==> config.mk <==
export PLATFORM = sky130hd
export DESIGN_NAME = sample_writer_flat
export DESIGN_NICKNAME = d
export VERILOG_FILES = /design/src/rtl/sample_writer_if.sv /design/src/rtl/sample_writer.sv /design/src/flat_wrapper.sv
export SDC_FILE = /design/constraint.sdc
export NUM_CORES = 1
export LEC_CHECK = 0
export CAP_MARGIN = 25
export CORE_MARGIN = 8
export CORE_UTILIZATION = 49
export CTS_BUF_LIST = sky130_fd_sc_hd__clkbuf_4
export CTS_CLUSTER_SIZE = 16
export DETAILED_ROUTE_END_ITERATION = 8
export PLACE_DENSITY = 0.86
export SYNTH_ARGS = -nofsm -noshare
export SYNTH_HDL_FRONTEND = slang
export SYNTH_SLANG_ARGS = --single-unit
==> constraint.sdc <==
create_clock -name clk -period 2.66 [get_ports clk]
set_input_delay 0.532 -clock clk [delete_from_list [all_inputs] [get_ports clk]]
set_output_delay 0.532 -clock clk [all_outputs]
set_load 0.005 [all_outputs]
==> src/rtl/sample_writer_if.sv <==
// Stream, SRAM-write and frame-handshake signals between sample_writer and its
// neighbours: the sample source, bank I SRAM and the DSP.
interface sample_writer_if #(
  parameter int DATA_W = 16,
  parameter int ADDR_W = 15
);
  logic                     enable;
  logic signed [DATA_W-1:0] sample_data;
  logic                     sample_valid;
  logic                     sample_ready;
  logic [ADDR_W-1:0]        write_addr;
  logic signed [DATA_W-1:0] write_data;
  logic                     write_en;
  logic                     frame_ready;
  logic [ADDR_W-1:0]        frame_base;
  logic                     frame_ack;
  logic                     frame_ack_buf;
  logic [1:0]               buf_full;

  modport master (
    output enable, sample_data, sample_valid, frame_ack, frame_ack_buf,
    input  sample_ready, write_addr, write_data, write_en,
           frame_ready, frame_base, buf_full
  );

  modport slave (
    input  enable, sample_data, sample_valid, frame_ack, frame_ack_buf,
    output sample_ready, write_addr, write_data, write_en,
           frame_ready, frame_base, buf_full
  );
endinterface

==> src/rtl/sample_writer.sv <==
// Writes a valid/ready sample stream into two ping-pong frame buffers in bank I
// SRAM, signals each completed frame to the DSP and stalls while both are held.
module sample_writer #(
  parameter int BASE_ADDR = 0,
  parameter int FRAME_LEN = 1024,
  parameter int DATA_W    = 16,
  parameter int ADDR_W    = 15
) (
  input logic           clk,
  input logic           rst,
  sample_writer_if.slave bus
);

  localparam int CNT_W = (FRAME_LEN > 2) ? $clog2(FRAME_LEN) : 1;
  localparam logic [CNT_W-1:0]  CNT_LAST = CNT_W'(FRAME_LEN - 1);
  localparam logic [ADDR_W-1:0] BASE0    = ADDR_W'(BASE_ADDR);
  localparam logic [ADDR_W-1:0] BASE1    = ADDR_W'(BASE_ADDR + FRAME_LEN);

  logic                     wr_buf;
  logic [CNT_W-1:0]         cnt;
  logic [1:0]               full;
  logic [1:0]               full_nxt;
  logic                     pending_done;
  logic                     accept_p0;
  logic                     last_p0;
  logic [ADDR_W-1:0]        buf_base_p0;
  logic [ADDR_W-1:0]        write_addr_p1;
  logic signed [DATA_W-1:0] write_data_p1;
  logic                     vld_p1;
  logic [ADDR_W-1:0]        frame_base_p1;
  logic                     frame_ready_p2;

  // Stage 0: ready is a function of registered state only; reset forces it low.
  assign bus.sample_ready = rst & bus.enable & ~full[wr_buf];
  assign accept_p0        = bus.sample_valid & bus.sample_ready;
  assign last_p0          = accept_p0 && (cnt == CNT_LAST);
  assign buf_base_p0      = wr_buf ? BASE1 : BASE0;

  // Clear-then-set: an ack can never cancel a fill of the same buffer because
  // the buffer being filled is by construction not held.
  always_comb begin
    full_nxt = full;
    if (bus.frame_ack) full_nxt[bus.frame_ack_buf] = 1'b0;
    if (last_p0)       full_nxt[wr_buf]            = 1'b1;
  end

  always_ff @(posedge clk or negedge rst) begin
    if (!rst) begin
      wr_buf         <= 1'b0;
      cnt            <= '0;
      full           <= 2'b00;
      pending_done   <= 1'b0;
      vld_p1         <= 1'b0;
      write_addr_p1  <= BASE0;
      write_data_p1  <= '0;
      frame_base_p1  <= BASE0;
      frame_ready_p2 <= 1'b0;
    end else begin
      full           <= full_nxt;
      vld_p1         <= accept_p0;
      frame_ready_p2 <= pending_done;
      pending_done   <= last_p0;
      if (accept_p0) begin
        write_addr_p1 <= buf_base_p0 + ADDR_W'(cnt);
        write_data_p1 <= bus.sample_data;
        cnt           <= last_p0 ? '0 : cnt + CNT_W'(1);
      end
      if (last_p0) begin
        wr_buf        <= ~wr_buf;
        frame_base_p1 <= buf_base_p0;
      end
    end
  end

  // Stage 1: SRAM write port; stage 2: frame-complete pulse after the last write.
  assign bus.write_en    = vld_p1;
  assign bus.write_addr  = write_addr_p1;
  assign bus.write_data  = write_data_p1;
  assign bus.frame_base  = frame_base_p1;
  assign bus.frame_ready = frame_ready_p2;
  assign bus.buf_full    = full;

endmodule

==> src/flat_wrapper.sv <==
// flat-port wrapper written by rule: the top's interface ports become plain ports
module sample_writer_flat 
#(
  parameter int BASE_ADDR = 0,
  parameter int FRAME_LEN = 1024,
  parameter int DATA_W    = 16,
  parameter int ADDR_W    = 15
)
  (clk, rst, bus_enable, bus_sample_data, bus_sample_valid, bus_frame_ack, bus_frame_ack_buf, bus_sample_ready, bus_write_addr, bus_write_data, bus_write_en, bus_frame_ready, bus_frame_base, bus_buf_full);
  sample_writer_if #(.DATA_W(DATA_W), .ADDR_W(ADDR_W)) bus_i ();
  input logic clk;
  input logic rst;
  input wire logic [$bits(bus_i.enable)-1:0] bus_enable;
  input wire logic [$bits(bus_i.sample_data)-1:0] bus_sample_data;
  input wire logic [$bits(bus_i.sample_valid)-1:0] bus_sample_valid;
  input wire logic [$bits(bus_i.frame_ack)-1:0] bus_frame_ack;
  input wire logic [$bits(bus_i.frame_ack_buf)-1:0] bus_frame_ack_buf;
  output wire logic [$bits(bus_i.sample_ready)-1:0] bus_sample_ready;
  output wire logic [$bits(bus_i.write_addr)-1:0] bus_write_addr;
  output wire logic [$bits(bus_i.write_data)-1:0] bus_write_data;
  output wire logic [$bits(bus_i.write_en)-1:0] bus_write_en;
  output wire logic [$bits(bus_i.frame_ready)-1:0] bus_frame_ready;
  output wire logic [$bits(bus_i.frame_base)-1:0] bus_frame_base;
  output wire logic [$bits(bus_i.buf_full)-1:0] bus_buf_full;
  assign bus_i.enable = bus_enable;
  assign bus_i.sample_data = bus_sample_data;
  assign bus_i.sample_valid = bus_sample_valid;
  assign bus_i.frame_ack = bus_frame_ack;
  assign bus_i.frame_ack_buf = bus_frame_ack_buf;
  assign bus_sample_ready = bus_i.sample_ready;
  assign bus_write_addr = bus_i.write_addr;
  assign bus_write_data = bus_i.write_data;
  assign bus_write_en = bus_i.write_en;
  assign bus_frame_ready = bus_i.frame_ready;
  assign bus_frame_base = bus_i.frame_base;
  assign bus_buf_full = bus_i.buf_full;
  sample_writer #(.BASE_ADDR(BASE_ADDR), .FRAME_LEN(FRAME_LEN), .DATA_W(DATA_W), .ADDR_W(ADDR_W)) u_core (.clk(clk), .rst(rst), .bus(bus_i));
endmodule
Word level (Yosys, flattened, before mapping)
Index checks and enable logic that the tools add are counted.
Word-level totals
  register bits: 62
  memories kept: 0
  input bits: 22
  latch bits: 0
  bits in writable memories: 0
  logic and storage cells: 37
  output and inout bits: 51
  bits in read-only memories: 0
Operators by class
  reductions and logical operators: 3
  add/subtract/negate cells: 2
  bitwise operators: 8
  multiply operators: 0
  mux-type cells: 10
  div/mod/pow operators: 0
  shifts and indexed selects: 0
  equal/unequal tests: 1
  $lt $le $gt $ge: 4
Operators with widths (count)
  $add A15 B10 Y15: 1
  $mux W11: 1
  $add A10 B1 Y10 const B: 1
  $eq A10 B10 Y1 const B: 1
  $mux W10: 1
  $lt A1 B2 Y1 const B: 2
  $mux W1: 4
  $mux W2: 2
  $and A1 B1 Y1: 3
  $logic_and A1 B1 Y1: 3
  $and A2 B2 Y2: 1
  $demux W1 S1: 2
  $ge A1 B1 Y1 const B: 2
  $not A1 Y1: 2
  $not A2 Y2: 1
  $or A2 B2 Y2: 1

Logic depth before layout (Yosys ltp)
  depth in word-level cells: 9
  depth in mapped cells: 7

Worst setup path before layout
OpenSTA, ideal clock, no wires.
  path kind: register -> register
  from: register u_core.wr_buf
  to: register u_core.frame_base_p1[10], in the netlist u_core.bus.frame_base[10]
  stages on the path, launching flop included: 5
  data arrival time: 1.539 ns
  setup slack: 0.997 ns
  required time: 2.535 ns
  period minus slack after synthesis: 1.663 ns
  cell sequence: dfrtp_1 > mux2_4 > nor4bb_1 > buf_2 > mux2_2
On the way
  cells in the longest elaborated chain, start to end: 6
Ends and longest elaborated chain
  start, declared: RTL line sample_writer.sv:19  | logic wr_buf;
  start signal, assigned: RTL line sample_writer.sv:69  | wr_buf <= ~wr_buf;
  $mux W1 (not written as such) (2 in series): RTL line sample_writer.sv:34  | assign bus.sample_ready = rst & bus.enable & ~full[wr_buf];
  $not A1 Y1: RTL line sample_writer.sv:34
  $and A1 B1 Y1: RTL line sample_writer.sv:34
  $and A1 B1 Y1: RTL line sample_writer.sv:35  | assign accept_p0 = bus.sample_valid & bus.sample_ready;
  $logic_and A1 B1 Y1: RTL line sample_writer.sv:36  | assign last_p0 = accept_p0 && (cnt == CNT_LAST);
  net u_core.last_p0: RTL line sample_writer.sv:25  | logic last_p0;
  end signal, assigned: RTL line sample_writer.sv:70  | frame_base_p1 <= buf_base_p0;
  end, declared: RTL line sample_writer.sv:30  | logic [ADDR_W-1:0] frame_base_p1;
The timed path passes the listed nets, and every way through them passes these cells. The select of a mux whose other input is x is not followed.
A chain may end at the register's enable or synchronous reset.

Final worst setup path
  from: register u_core.wr_buf
  to: output port bus_sample_ready
On the way
  cells in the longest elaborated chain, start to end: 4
Ends and longest elaborated chain
  $mux W1 (not written as such) (2 in series): RTL line sample_writer.sv:34
  $not A1 Y1: RTL line sample_writer.sv:34
  $and A1 B1 Y1: RTL line sample_writer.sv:34
  end, declared: RTL line flat_wrapper.sv:18  | output wire logic [$bits(bus_i.sample_ready)-1:0] bus_sample_ready;
Every way passes these cells. The select of a mux whose other input is x is not followed.

==> flow_summary.toml <==
[power]
powerDensity_mw_per_mm2 = 582
vdd_ir_drop_max_mv = 0.441
p_leak_nw = 1.25

[floorplanning]
die_w_microns = 78.8
io_pins = 73
core_sq_mm = 0.00388
dieArea_sq_mm = 0.00620
die_h_microns = 78.8
rows = 23
initial_core_util_pct = 49.7

[clock_tree]
cts-htree-levels = 2
cts-root-buf = "clkbuf_4"
cts_tree = "yes"
cts_sinks = 44
clk_pin_slew_ps = 120
cts_buffers = 5
cts_setup_buffers = 0
clockBufferDepth = 2
cts_hold_buf = 0
ctsResizeCount = 0
worstSkewPairLatency_ps = 350

[sta]
rsz0062_at_grt = "false"
finalCriticalPeriod_ps = 2330
report.final.slew_viol_count = 0
timing.fmax_mhz = 429
period_share_pct = 87.7
setup_violations = 0
hold_viol = 0
clock_skew_ps = 8.46
tns_ps = 0

[setup_path]
cp.required_ps = 2130
worst-r2r-cell-count = 5
worstPathCellList = "mux2_4 -> nor2_1 -> clkdlybuf4s50_1"
crit_arrival_ps = 1800
r2r_slack_ps = 690
start_kind = "flip-flop"
crit_start = "u_core.wr_buf"
cpPeakStageDelay_ps = 510
endpoint = "bus_sample_ready"
reg2reg_to = "u_core.cnt[7]"
cp-end-kind = "primary output"
setup.worst_path.class = "flip-flop to primary output"
critical_path.max_fanout = 6
critical_path.reg2reg.startpoint = "u_core.wr_buf"
cp_slowest_cell = "clkdlybuf4s50_1"

[global_routing]
grt_pass1_vias = 1479
antenna_found_initial = 0
grt_overflow = 0
grt_pass1_wl_microns = 6780
grt_usage_pct = 13.7
grt_max_degree = 39

[synth]
ys_ff_latch = 44
synthTopCellsByArea = "dfrtp_1 (57%), nand2_1 (16%), buf_4 (7.0%)"
post-synth-top-area-fraction_pct = 57.0
synth_area_leader_cell = "dfrtp_1"
ys_seq_area_share_pct = 57.0
avgSynthCellArea_sq_um = 9.70
synth_edf_count = 0
synth_most_common_cell = "nand2_1"
ys_top_cells_by_count = "nand2_1 (84), dfrtp_1 (44), buf_4 (18), xnor2_1 (6)"
yosys_warnings = 0
ys.flop_type = "dfrtp_1"
ys_types = 34
async_flop_share_pct = 100
syn_area_sq_mm = 0.00193
syn-instance-count = 199

[route]
drt_iter0_drc = 89
routed_via_density = 4.82
ant_nets = 0
vias = 1469
drt_first_pass_iters = 4
wl_per_cell_microns = 13.6
wl_microns = 4130
drc = 0

[cells_and_area]
area_growth_pct = 28.2
stdcell_area_sq_mm = 0.00247
final_cell_count_no_fill = 305
final_layout_size_suffix_gt1_share_pct = 6.27
diodes = 0
final_nets = 277

[placed_design]
portBuffers = 54
place_area_sq_mm = 0.00242
gp_congestion = 0.746
dp_hpwl_microns = 3080
placedCellCount = 297

[run_status]
status = "finished clean"

[flow_run]
cap_violations = 0

[worst_hold_path]
hp-class = "input port to async pin"
[state kept, by name, summed over array words and instances (netlist names)]
register / flops
u_core.bus.buf_full: 2
u_core.bus.frame_base: 1
u_core.bus.frame_ready: 1
u_core.bus.write_addr: 11
u_core.bus.write_data: 16
u_core.bus.write_en: 1
u_core.cnt: 10
u_core.pending_done: 1
u_core.wr_buf: 1
[per-stage QoR]
stage / utilization [%] / setup slack, ps / hold WS (ps) / power, W
2_1_floorplan: - / 997 / 236 / 0.000969
3_3_place_gp: 62.4 / 304 / 333 / 0.00114
3_5_place_dp: 62.4 / 252 / 336 / 0.00116
4_1_cts: 63.7 / 308 / 4.37 / 0.00146
5_1_grt: 63.7 / 190 / 6.42 / 0.00154
6_report: 63.7 / 328 / 25.4 / 0.00144
[how the worst min path moves through the flow]
stage,startpoint,to,slack (ps),cells after the start
final,rst,u_core.bus.write_data[13],30,1
after global routing,rst,u_core.bus.write_addr[0],6,1
after floorplan,rst,u_core.bus.buf_full[0],240,0
after CTS,rst,u_core.bus.write_data[13],4,1
after detailed placement,u_core.pending_done,u_core.bus.frame_ready,340,0
after global placement,u_core.pending_done,u_core.bus.frame_ready,330,0
[worst max-delay path, delay by kind of cell, from the launching register on]
kind                   cells  cell delay, ps
AND/OR/NAND/NOR            1             110
flip-flops                 1             480
multiplexers               1             360
buffers and inverters      1             510
[layout make-up]
class | count | area [sq um]
inverters | 2 | 12.5
clock buffers | 5 | 37.5
well taps | 50 | 62.6
clock inverters | 3 | 13.8
flip-flops and latches | 44 | 1100
repair buffers | 57 | 558
fillers | 342 | 1410
multi-input cells | 144 | 689
[layer usage]
layer  track usage [%]  wire (microns)  vias up
met1              16.4            1790      706
met2              22.3            1980       47
met5                 0               0        -
li1                  -               -      709
met3              4.63             289        7
met4              5.37              75        0
[placed cells by master (no fill, tap or decap)]
| master | n |
|---|---|
| nand2_1 | 84 |
| clkdlybuf4s50_1 | 53 |
| dfrtp_1 | 44 |
| conb_1 | 18 |
| xnor2_1 | 6 |
| clkbuf_4 | 5 |
| nor2_1 | 4 |
| nand3_1 | 4 |
| a31oi_1 | 3 |
| buf_4 | 3 |
| nand4_1 | 2 |
| and4_1 | 2 |
| a21o_1 | 2 |
| nor3_1 | 2 |
| clkinv_2 | 2 |
| mux2_4 | 1 |
| or2_1 | 1 |
| clkinv_4 | 1 |
| nor4bb_1 | 1 |
| inv_1 | 1 |
| o21ai_0 | 1 |
| nand2b_1 | 1 |
| a22o_1 | 1 |
| and3_1 | 1 |
| and2_1 | 1 |
| o21a_1 | 1 |
| xor2_1 | 1 |
| nand3_2 | 1 |
| a31o_2 | 1 |
| a41oi_1 | 1 |
| nor4b_1 | 1 |
| o21ai_1 | 1 |
| mux2_2 | 1 |
| ha_1 | 1 |
| clkinv_1 | 1 |
| buf_2 | 1 |
[power by group]
group	switching, W	leakage [nW]	internal (W)
sequential	0.0000744	0.581	0.000756
clock	0.000204	0.0324	0.0000972
combinational	0.000126	0.633	0.000183
total	0.000405	1.25	0.00104
[kinds of logic after synthesis]
logic type / Yosys count / share of synthesized area (%)
AOI/OAI and AO/OA: 11 / 4.02
xor gates and xnor gates: 7 / 3.18
adders and majority gates: 1 / 0.648
buffers and inverters: 28 / 10.6
DFF: 44 / 57.0
muxes: 2 / 1.36
other: 1 / 0.194
and+or+nand+nor: 105 / 23.0
(Power assumes the default switching activity.)
